**src/rtl/snn_soc_pkg.sv**
```systemverilog
// Shared SoC-level constants and helpers for the spike event path.
// The round-robin index helper is reused by every arbiter in the SoC.
package snn_soc_pkg;

    localparam int OUTPUT_FIFO_DEPTH = 16;
    localparam int SPIKE_ID_W        = 4;
    localparam int NUM_SPIKE_SRC     = 4;

    // last_idx + offset is at most 2*num-1, so one conditional subtract is a full modulo.
    function automatic int rr_next_idx(input int last_idx, input int offset, input int num);
        int sum;
        sum = last_idx + offset;
        return (sum >= num) ? sum - num : sum;
    endfunction

endpackage

```
**src/rtl/evt_fifo_push_arb_if.sv**
```systemverilog
// Requester handshake plus FIFO push-side bus shared by the event arbiter.
// master = arbiter side, slave = requesters/FIFO side.
interface evt_fifo_push_arb_if #(
    parameter int NUM_REQ = 4,
    parameter int WIDTH   = 4,
    parameter int DEPTH   = 16
);
    logic [NUM_REQ-1:0]         req_valid;
    logic [NUM_REQ*WIDTH-1:0]   req_data;
    logic [NUM_REQ-1:0]         req_ready;
    logic                       fifo_push;
    logic [WIDTH-1:0]           fifo_push_data;
    logic                       fifo_full;
    logic                       fifo_pop;
    logic [$clog2(DEPTH+1)-1:0] fifo_count;
    logic                       fifo_overflow;

    modport master (
        input  req_valid, req_data, fifo_full, fifo_pop, fifo_count, fifo_overflow,
        output req_ready, fifo_push, fifo_push_data
    );

    modport slave (
        output req_valid, req_data, fifo_full, fifo_pop, fifo_count, fifo_overflow,
        input  req_ready, fifo_push, fifo_push_data
    );
endinterface

```
**src/rtl/evt_fifo_push_arb_rr_arbiter_core.sv**
```systemverilog
// Purely combinational round-robin pick: scans upward from last+1, wrapping modulo N.
module rr_arbiter_core
    import snn_soc_pkg::*;
#(
    parameter int N     = 4,
    parameter int IDX_W = $clog2(N)
) (
    input  logic [N-1:0]     req,
    input  logic [IDX_W-1:0] last,
    output logic [N-1:0]     gnt_oh,
    output logic [IDX_W-1:0] winner,
    output logic             any_req
);
    localparam int CAND_W = IDX_W + 1;

    logic [CAND_W-1:0] cand;
    logic [N-1:0]      req_rot;
    logic              found;

    // NOTE: every variable gets a default at the top of always_comb so no path leaves it unassigned and infers a latch.
    always_comb begin
        gnt_oh  = '0;
        winner  = last;
        found   = 1'b0;
        cand    = '0;
        req_rot = '0;
        for (int k = 1; k <= N; k++) begin
            cand    = CAND_W'(rr_next_idx(int'(last), k, N));
            req_rot = req >> cand;
            if (!found && req_rot[0]) begin
                found  = 1'b1;
                gnt_oh = N'(1) << cand;
                winner = IDX_W'(cand);
            end
        end
    end

    assign any_req = |req;

endmodule

```
**src/rtl/evt_fifo_push_arb.sv**
```systemverilog
// Round-robin sharing of one FIFO push port between NUM_REQ event producers,
// with almost-full flag, saturating stall counter and sticky overflow latch.
module evt_fifo_push_arb
    import snn_soc_pkg::*;
#(
    parameter int NUM_REQ      = NUM_SPIKE_SRC,
    parameter int WIDTH        = SPIKE_ID_W,
    parameter int DEPTH        = OUTPUT_FIFO_DEPTH,
    parameter int AFULL_THRESH = DEPTH - 2,
    parameter int CNT_W        = 16
) (
    input  logic                       clk,
    input  logic                       rst_n,
    input  logic                       enable,
    input  logic                       clr_stat,
    evt_fifo_push_arb_if.master        bus,
    output logic                       afull,
    output logic [$clog2(NUM_REQ)-1:0] last_grant,
    output logic [CNT_W-1:0]           stall_cnt,
    output logic                       ovf_sticky
);
    localparam int IDX_W = $clog2(NUM_REQ);
    localparam int FC_W  = $clog2(DEPTH + 1);
    localparam logic [FC_W-1:0]  AFULL_LVL = FC_W'(AFULL_THRESH);
    localparam logic [IDX_W-1:0] LAST_RST  = IDX_W'(NUM_REQ - 1);

    if (NUM_REQ < 2 || AFULL_THRESH > DEPTH) begin : g_bad_cfg
        $fatal(1, "evt_fifo_push_arb: NUM_REQ must be >= 2 and AFULL_THRESH <= DEPTH");
    end

    logic [NUM_REQ-1:0] gnt_oh;
    logic [IDX_W-1:0]   winner;
    logic               any_req;
    logic               space;
    logic               gnt;

    rr_arbiter_core #(
        .N     (NUM_REQ),
        .IDX_W (IDX_W)
    ) u_core (
        .req     (bus.req_valid),
        .last    (last_grant),
        .gnt_oh  (gnt_oh),
        .winner  (winner),
        .any_req (any_req)
    );

    // A same-cycle pop frees a slot, so a full FIFO can still take a push.
    assign space = !bus.fifo_full || bus.fifo_pop;
    assign gnt   = enable && space && rst_n && any_req;

    assign bus.req_ready = gnt ? gnt_oh : '0;
    assign bus.fifo_push = gnt;

    always_comb begin
        bus.fifo_push_data = '0;
        for (int i = 0; i < NUM_REQ; i++) begin
            bus.fifo_push_data = bus.fifo_push_data |
                                 ({WIDTH{gnt_oh[i]}} & bus.req_data[i*WIDTH +: WIDTH]);
        end
    end

    // NOTE: state uses non-blocking assignments so every register samples pre-edge values;
    // reset is synchronous, so rst_n only acts at a clock edge.
    always_ff @(posedge clk) begin
        if (!rst_n) begin
            last_grant <= LAST_RST;
            afull      <= 1'b0;
            stall_cnt  <= '0;
            ovf_sticky <= 1'b0;
        end else begin
            if (gnt) begin
                last_grant <= winner;
            end
            afull <= (bus.fifo_count >= AFULL_LVL);
            if (clr_stat) begin
                stall_cnt <= '0;
            end else if (any_req && !gnt && stall_cnt != '1) begin
                stall_cnt <= stall_cnt + CNT_W'(1);
            end
            if (bus.fifo_overflow) begin
                ovf_sticky <= 1'b1;
            end else if (clr_stat) begin
                ovf_sticky <= 1'b0;
            end
        end
    end

`ifndef SYNTHESIS
    a_ready_onehot0: assert property (@(posedge clk) $onehot0(bus.req_ready));
    a_push_has_space: assert property (@(posedge clk) bus.fifo_push |-> (!bus.fifo_full || bus.fifo_pop));
`endif

endmodule
```
**src/flat_wrapper.sv**
```systemverilog
// flat-port wrapper written by rule: the top's interface ports become plain ports
module evt_fifo_push_arb_flat import snn_soc_pkg::*;
#(
    parameter int NUM_REQ      = NUM_SPIKE_SRC,
    parameter int WIDTH        = SPIKE_ID_W,
    parameter int DEPTH        = OUTPUT_FIFO_DEPTH,
    parameter int AFULL_THRESH = DEPTH - 2,
    parameter int CNT_W        = 16
)
  (clk, rst_n, enable, clr_stat, afull, last_grant, stall_cnt, ovf_sticky, bus_req_valid, bus_req_data, bus_fifo_full, bus_fifo_pop, bus_fifo_count, bus_fifo_overflow, bus_req_ready, bus_fifo_push, bus_fifo_push_data);
  evt_fifo_push_arb_if #(.NUM_REQ(NUM_REQ), .WIDTH(WIDTH), .DEPTH(DEPTH)) bus_i ();
  input  logic clk;
  input  logic rst_n;
  input  logic enable;
  input  logic clr_stat;
  output logic afull;
  output logic [$clog2(NUM_REQ)-1:0] last_grant;
  output logic [CNT_W-1:0] stall_cnt;
  output logic ovf_sticky;
  input wire logic [$bits(bus_i.req_valid)-1:0] bus_req_valid;
  input wire logic [$bits(bus_i.req_data)-1:0] bus_req_data;
  input wire logic [$bits(bus_i.fifo_full)-1:0] bus_fifo_full;
  input wire logic [$bits(bus_i.fifo_pop)-1:0] bus_fifo_pop;
  input wire logic [$bits(bus_i.fifo_count)-1:0] bus_fifo_count;
  input wire logic [$bits(bus_i.fifo_overflow)-1:0] bus_fifo_overflow;
  output wire logic [$bits(bus_i.req_ready)-1:0] bus_req_ready;
  output wire logic [$bits(bus_i.fifo_push)-1:0] bus_fifo_push;
  output wire logic [$bits(bus_i.fifo_push_data)-1:0] bus_fifo_push_data;
  assign bus_i.req_valid = bus_req_valid;
  assign bus_i.req_data = bus_req_data;
  assign bus_i.fifo_full = bus_fifo_full;
  assign bus_i.fifo_pop = bus_fifo_pop;
  assign bus_i.fifo_count = bus_fifo_count;
  assign bus_i.fifo_overflow = bus_fifo_overflow;
  assign bus_req_ready = bus_i.req_ready;
  assign bus_fifo_push = bus_i.fifo_push;
  assign bus_fifo_push_data = bus_i.fifo_push_data;
  evt_fifo_push_arb #(.NUM_REQ(NUM_REQ), .WIDTH(WIDTH), .DEPTH(DEPTH), .AFULL_THRESH(AFULL_THRESH), .CNT_W(CNT_W)) u_core (.clk(clk), .rst_n(rst_n), .enable(enable), .clr_stat(clr_stat), .bus(bus_i), .afull(afull), .last_grant(last_grant), .stall_cnt(stall_cnt), .ovf_sticky(ovf_sticky));
endmodule
```
**config.mk**
```make
export PLATFORM = sky130hd
export DESIGN_NAME = evt_fifo_push_arb_flat
export DESIGN_NICKNAME = d
export VERILOG_FILES = /design/src/rtl/snn_soc_pkg.sv /design/src/rtl/evt_fifo_push_arb_if.sv /design/src/rtl/evt_fifo_push_arb_rr_arbiter_core.sv /design/src/rtl/evt_fifo_push_arb.sv /design/src/flat_wrapper.sv
export SDC_FILE = /design/constraint.sdc
export NUM_CORES = 1
export LEC_CHECK = 0
export ABC_CLOCK_PERIOD_IN_PS = 3100
export BUFFER_PORTS_ARGS = -buffer_cell sky130_fd_sc_hd__buf_2
export CAP_MARGIN = 20
export CORE_MARGIN = 1.5
export CORE_UTILIZATION = 49
export DETAILED_ROUTE_END_ITERATION = 10
export HOLD_SLACK_MARGIN = 0.12
export PLACE_DENSITY = 0.8
export SYNTH_ARGS = -nofsm -noshare
export SYNTH_HDL_FRONTEND = slang
export SYNTH_SLANG_ARGS = --single-unit
```
**constraint.sdc**
```tcl
create_clock -name clk -period 3.1 [get_ports clk]
set_clock_uncertainty 0.1 [all_clocks]
set_input_delay 0.155 -clock clk [delete_from_list [all_inputs] [get_ports clk]]
set_output_delay 0.155 -clock clk [all_outputs]
set_load 0.1 [all_outputs]
```
Word-level counts from Yosys, hierarchy flattened
Index checks and enable logic that the tools add are counted.
- $add $sub $neg: 9
- $lt $le $gt $ge: 5
- eq/ne operators: 1
- shift operators: 8
- muxes and demuxes: 18
- bitwise gates (word level): 8
- reductions and logical operators: 19
- operator list (kind ; number):
    32-bit by 4-bit greater-or-equal comparator with 1-bit output (second input constant) ; 1
    4-bit two-way mux ; 5
    16-bit by 1-bit adder with 16-bit output (second input constant) ; 1
    4-bit AND ; 4
    16-bit inequality test (second input constant) ; 1
    1-bit by 3-bit left shift with 4-bit output (first input constant) ; 4
    4-bit by 3-bit >> shifter with 1-bit output ; 4
    3-bit two-way mux ; 4
    4-bit bitwise OR ; 3
    3-bit subtractor (second input constant) ; 4
    1-bit logical AND ; 8
    2-bit two-way mux ; 4
    2-bit by 2-bit adder with 3-bit output (second input constant) ; 2
    3-bit greater-or-equal comparator (second input constant) ; 2
    5-bit by 4-bit greater-or-equal comparator with 1-bit output (second input constant) ; 1
    1-bit zero test ; 5
    1-bit two-way mux ; 5
    2-bit by 3-bit adder with 4-bit output (second input constant) ; 1
    4-bit by 3-bit greater-or-equal comparator with 1-bit output (second input constant) ; 1
    4-bit nonzero test ; 1
    4-bit OR reduction ; 1
    2-bit by 1-bit adder with 3-bit output (second input constant) ; 1
    2-bit AND reduction ; 1
    2-bit nonzero test ; 1
    other kinds (3) ; 3
- register bits: 20
- input bits: 32
- output and inout port bits: 29
- word-level logic and storage cells: 72

Longest topological paths before layout
- word-level depth: 18
- gate-level depth with buffers: 10
- gate-level depth less buffers: 7

Modules after synthesis
Synthesis repeated with hierarchy kept, for this count alone.
- cell total of the unflattened synthesis: 192
- area, all modules: 1699.1 sq um
- by module, submodules not included (module ; instances ; cells an instance ; area an instance (sq um) ; seq. area each (sq um)):
    evt_fifo_push_arb ; 1 ; 130 ; 1163.6 ; 400.4
    rr_arbiter_core ; 1 ; 62 ; 535.5 ; 0.0

Worst setup path before layout
No wires, ideal clock.
- kind: register to output
- start point: register u_core.last_grant[1]
- end point: output port bus_req_ready[0]
- arrival time: 5.154 ns
- required time: 2.845 ns
- path slack: -2.309 ns
- cell stages (with the launch flop): 10
- path buffers: 2
- cells stage by stage: dfxtp_1 clkbuf_1 inv_1 ha_1 mux4_2 nand2b_1 buf_2 nor2_1 nor2_1 a211oi_1
- cells in the longest elaborated chain, start to end: 15
- elaborated cells on any way between the ends: 38
- classes of those cells: add/sub (8); order compare (4); shift (8); mux (12); reduce/logical (6)
- ends and longest elaborated chain (element ; line ; text):
    start, declared ; evt_fifo_push_arb.sv:18 ; output logic [$clog2(NUM_REQ)-1:0] last_grant,
    start signal, assigned ; evt_fifo_push_arb.sv:73 ; last_grant <= winner;
    2-bit by 1-bit adder with 3-bit output ; snn_soc_pkg.sv:12 ; sum = last_idx + offset;
    32-bit by 4-bit greater-or-equal comparator with 1-bit output or 3-bit subtractor (tied branches) ; snn_soc_pkg.sv:13 ; return (sum >= num) ? sum - num : sum;
    3-bit two-way mux ; snn_soc_pkg.sv:13 ;
    4-bit by 3-bit >> shifter with 1-bit output ; evt_fifo_push_arb_rr_arbiter_core.sv:29 ; req_rot = req >> cand;
    1-bit two-way mux ; evt_fifo_push_arb_rr_arbiter_core.sv:30 ; if (!found && req_rot[0]) begin
    1-bit zero test ; evt_fifo_push_arb_rr_arbiter_core.sv:30 ;
    1-bit logical AND ; evt_fifo_push_arb_rr_arbiter_core.sv:30 ;
    1-bit two-way mux ; evt_fifo_push_arb_rr_arbiter_core.sv:30 ;
    1-bit zero test ; evt_fifo_push_arb_rr_arbiter_core.sv:30 ;
    1-bit logical AND ; evt_fifo_push_arb_rr_arbiter_core.sv:30 ;
    1-bit two-way mux ; evt_fifo_push_arb_rr_arbiter_core.sv:30 ;
    1-bit zero test ; evt_fifo_push_arb_rr_arbiter_core.sv:30 ;
    1-bit logical AND ; evt_fifo_push_arb_rr_arbiter_core.sv:30 ;
    4-bit two-way mux * ; evt_fifo_push_arb_rr_arbiter_core.sv:30 ;
    4-bit two-way mux * ; evt_fifo_push_arb.sv:52 ; assign bus.req_ready = gnt ? gnt_oh : '0;
    end, declared ; flat_wrapper.sv:26 ; output wire logic [$bits(bus_i.req_ready)-1:0] bus_req_ready;
Every way passes the cells marked *; elsewhere a longest branch is shown, timed or not.

Worst setup path in the final report
- start point: register u_core.last_grant[1]
- end point: output port bus_fifo_push_data[2]
- cells in the longest elaborated chain, start to end: 18
- elaborated cells on any way between the ends: 44
- classes of those cells: add/sub (8); order compare (4); shift (8); mux (11); bitwise (7); reduce/logical (6)
- ends and longest elaborated chain (element ; line ; text):
    2-bit by 1-bit adder with 3-bit output ; snn_soc_pkg.sv:12 ;
    32-bit by 4-bit greater-or-equal comparator with 1-bit output or 3-bit subtractor (tied branches) ; snn_soc_pkg.sv:13 ;
    3-bit two-way mux ; snn_soc_pkg.sv:13 ;
    4-bit by 3-bit >> shifter with 1-bit output ; evt_fifo_push_arb_rr_arbiter_core.sv:29 ;
    1-bit two-way mux ; evt_fifo_push_arb_rr_arbiter_core.sv:30 ;
    1-bit zero test ; evt_fifo_push_arb_rr_arbiter_core.sv:30 ;
    1-bit logical AND ; evt_fifo_push_arb_rr_arbiter_core.sv:30 ;
    1-bit two-way mux ; evt_fifo_push_arb_rr_arbiter_core.sv:30 ;
    1-bit zero test ; evt_fifo_push_arb_rr_arbiter_core.sv:30 ;
    1-bit logical AND ; evt_fifo_push_arb_rr_arbiter_core.sv:30 ;
    1-bit two-way mux ; evt_fifo_push_arb_rr_arbiter_core.sv:30 ;
    1-bit zero test ; evt_fifo_push_arb_rr_arbiter_core.sv:30 ;
    1-bit logical AND ; evt_fifo_push_arb_rr_arbiter_core.sv:30 ;
    4-bit two-way mux * ; evt_fifo_push_arb_rr_arbiter_core.sv:30 ;
    4-bit AND ; evt_fifo_push_arb.sv:59 ; ({WIDTH{gnt_oh[i]}} & bus.req_data[i*WIDTH +: WIDTH]);
    4-bit bitwise OR (2 in a row) ; evt_fifo_push_arb.sv:58 ; bus.fifo_push_data = bus.fifo_push_data |
    4-bit bitwise OR * ; evt_fifo_push_arb.sv:58 ;
    end, declared ; flat_wrapper.sv:28 ; output wire logic [$bits(bus_i.fifo_push_data)-1:0] bus_fifo_push_data;
Marks and branches as above.

==> impl_metrics.ini <==
[status]
status = finished, final reports clean

[power_and_ir_drop]
powerDensity_mw_per_mm2 = 431
power_switching_mw = 0.461
finalPower_mw = 1.01
leakage_nw = 0.924
pwr-share-seq = 0.264
swShare = 0.458
peakVddDrop_mv = 0.332
comb_power_share = 0.584
power.share.clock = 0.151
intPower_mw = 0.546

[placed_design]
port_buffers = 59
gp_congestion = 0.947
place_ws_ns = 0.197
dp_hpwl_um = 3120
numPlacedInstances = 306

[drt]
drt-wirelength-per-cell_um = 13.9
num_vias = 1872
viasPerCell = 5.78
final_antenna_net_count = 0
drt_iter0_drc = 138
routed_wl_um = 4500
dr.pass1.iters = 4
drc = 0

[hold_path]
min_from = bus_req_valid[3]
hold_class = input pin to flop
whs_endpoint = u_core.last_grant[1]
hold_path_depth = 5

[final_layout]
final_cell_mix = buf_2, nor2_1, buf_4, dfxtp_1, nand2_1
multi_input_area_mm2 = 0.00121
final_nets = 322
fin_util = 0.754
diodes = 0
regArea_um2 = 408
nFillCells = 255
layout_commonest_cell = buf_2
syn2layout_area_growth_pct = 44.4
finalNonFillerCells = 324
drive_gt1_frac = 0.361

[clocking]
htreeDepth = 1
clock_latency_ns = 0.31
cts-root-buf = clkbuf_4
max-clock-path-buffers = 2
cts_sinks = 20
clk_transition_reported_paths_ns = 0.11
cts_tree = yes
numCtsBuffers = 3

[die]
chipWidth_um = 60.5
io_pins = 61
core_area_mm2 = 0.00310
dieHeight_um = 60.5
rows = 20
dieArea_mm2 = 0.00366
initial_utilization = 0.522

[setup_path]
cp-end-kind = output port
reg2reg_from = u_core.last_grant[1]
path_max_fanout = 5
regToRegEndpoint = u_core.last_grant[1]
ff2ff_setup_slack_ns = 0.86
crit_path_start_kind = flop
crit_type = flop to output port
critPathArrivalTime_ns = 2.80
worstPathRequired_ns = 2.84
reg2regPathDepth = 8

[sta]
worst_slack_ns = 0.0478
min_period_over_period = 0.985
drv_slew = 0
hold_viol_final = 0
grt_setup_unrepaired = yes
period_needed_ns = 3.05
setup_viol = 0
worst_pin_slew_ns = 0.606
max_freq_mhz = 328
slew-limit-headroom = 0.592

[grt]
grt_usage = 0.243
grt_max_degree = 18
antenna_found_initial = 0
grt_pass1_wl_um = 6960
grt_pass1_vias = 1581
grt_overflow = 0

[logic_synthesis]
ys_warn_count = 0
synth_top_area_cell = dfxtp_1
synth-seq-area-share = 0.247
synth_top_area_share = 0.247
synthDistinctLibCells = 45
async_reset_ff_frac = 0
ys.flop_type = dfxtp_1
syn-mean-instance-area_um2 = 7.86
synth_area_mm2 = 0.00162
yosys-top-cells-area = dfxtp_1, xnor2_1, ha_1
synth_seq_cells = 20
synth_edf_count = 0
syn_nets = 247
synthCells = 206

[flow_run]
cap_violations = 0
==> how the worst max path moves through the flow <==
stage | slack, ns | endpoint | startpoint
2_1_floorplan | -0.43 | bus_fifo_push_data[0] | u_core.last_grant[1]
3_3_place_gp | 0.25 | bus_fifo_push_data[2] | u_core.last_grant[0]
3_5_place_dp | 0.20 | bus_fifo_push_data[2] | u_core.last_grant[0]
4_1_cts | 0.10 | bus_fifo_push_data[2] | u_core.last_grant[1]
5_1_grt | -0.05 | bus_fifo_push_data[2] | u_core.last_grant[1]
6_report | 0.05 | bus_fifo_push_data[2] | u_core.last_grant[1]
==> stage by stage <==
step                area (um^2)  setup TNS [ns]  hold WS, ns
floorplan                  1690           -2.14        0.126
global placement           2150               0        0.271
detailed placement         2150               0        0.270
CTS                        2290               0        0.362
global route               2340          -0.180        0.451
finish                     2340               0        0.367
==> sequential cells by signal, indices dropped and copies added, names as in the netlist <==
name and count:
u_core.stall_cnt 16, u_core.afull 1, u_core.last_grant 2, u_core.ovf_sticky 1
==> what timing repair did <==
item                                    CTS  global route
resized for setup                         4            10
endpoints found under the setup margin    8             7
pin swaps                                 1             7
hold endpoints to repair                  4             0
buffers inserted                          4             4
hold buffers                              6             0
==> cells in the mapped netlist, types with 3 or more instances <==
cell type	number
nor2_1	24
dfxtp_1	20
nand2_1	16
xnor2_1	14
nor3_1	13
o221ai_1	10
ha_1	9
o21ai_0	9
clkbuf_1	8
a31oi_1	6
nand3_1	6
a21oi_1	5
inv_1	5
and4_1	4
buf_2	4
nand4_1	4
o31a_1	4
mux4_2	3
nand2b_1	3
nor2b_1	3
nor3b_1	3
or3_1	3
==> final cells by class <==
| class | count | area share |
|---|---|---|
| clock buffers | 4 | 0.0155 |
| inverters | 5 | 0.00963 |
| multi-input cells | 168 | 0.520 |
| flip-flops and latches | 20 | 0.174 |
| well taps | 44 | 0.0235 |
| repair buffers | 83 | 0.257 |
==> power by group through the flow <==
stage	logic (mW)	registers, mW	clock network [mW]
2_1_floorplan	0.332	0.311	0
3_3_place_gp	0.537	0.275	0
3_5_place_dp	0.541	0.275	0
4_1_cts	0.565	0.266	0.152
5_1_grt	0.619	0.267	0.161
6_report	0.589	0.266	0.152
==> kinds of logic after synthesis <==
kind of cell	synth area share
AOI/OAI and AO/OA	0.221
and+or+nand+nor	0.280
adders and majority gates	0.0696
xor gates and xnor gates	0.0757
DFF	0.247
muxes	0.0618
buffers and inverters	0.0448
==> worst max-delay path: stages, from the launching register on <==
cell and delay [ns]:
dfxtp_4 0.37, clkinvlp_4 0.14, ha_4 0.31, mux4_2 0.31, a221o_1 0.37, buf_6 0.16, o211ai_1 0.24, buf_4 0.18
o21ai_2 0.05, nand4_1 0.16, buf_12 0.20
==> layer usage <==
layer / vias to the layer above / global-route usage / part of all wire
met5: - / 0 / 0
met4: 0 / 0.0559 / 0.014
met3: 11 / 0.0192 / 0.065
met2: 87 / 0.421 / 0.51
met1: 853 / 0.332 / 0.41
li1: 921 / - / -
Note: power is estimated with default switching activity, not from simulation.
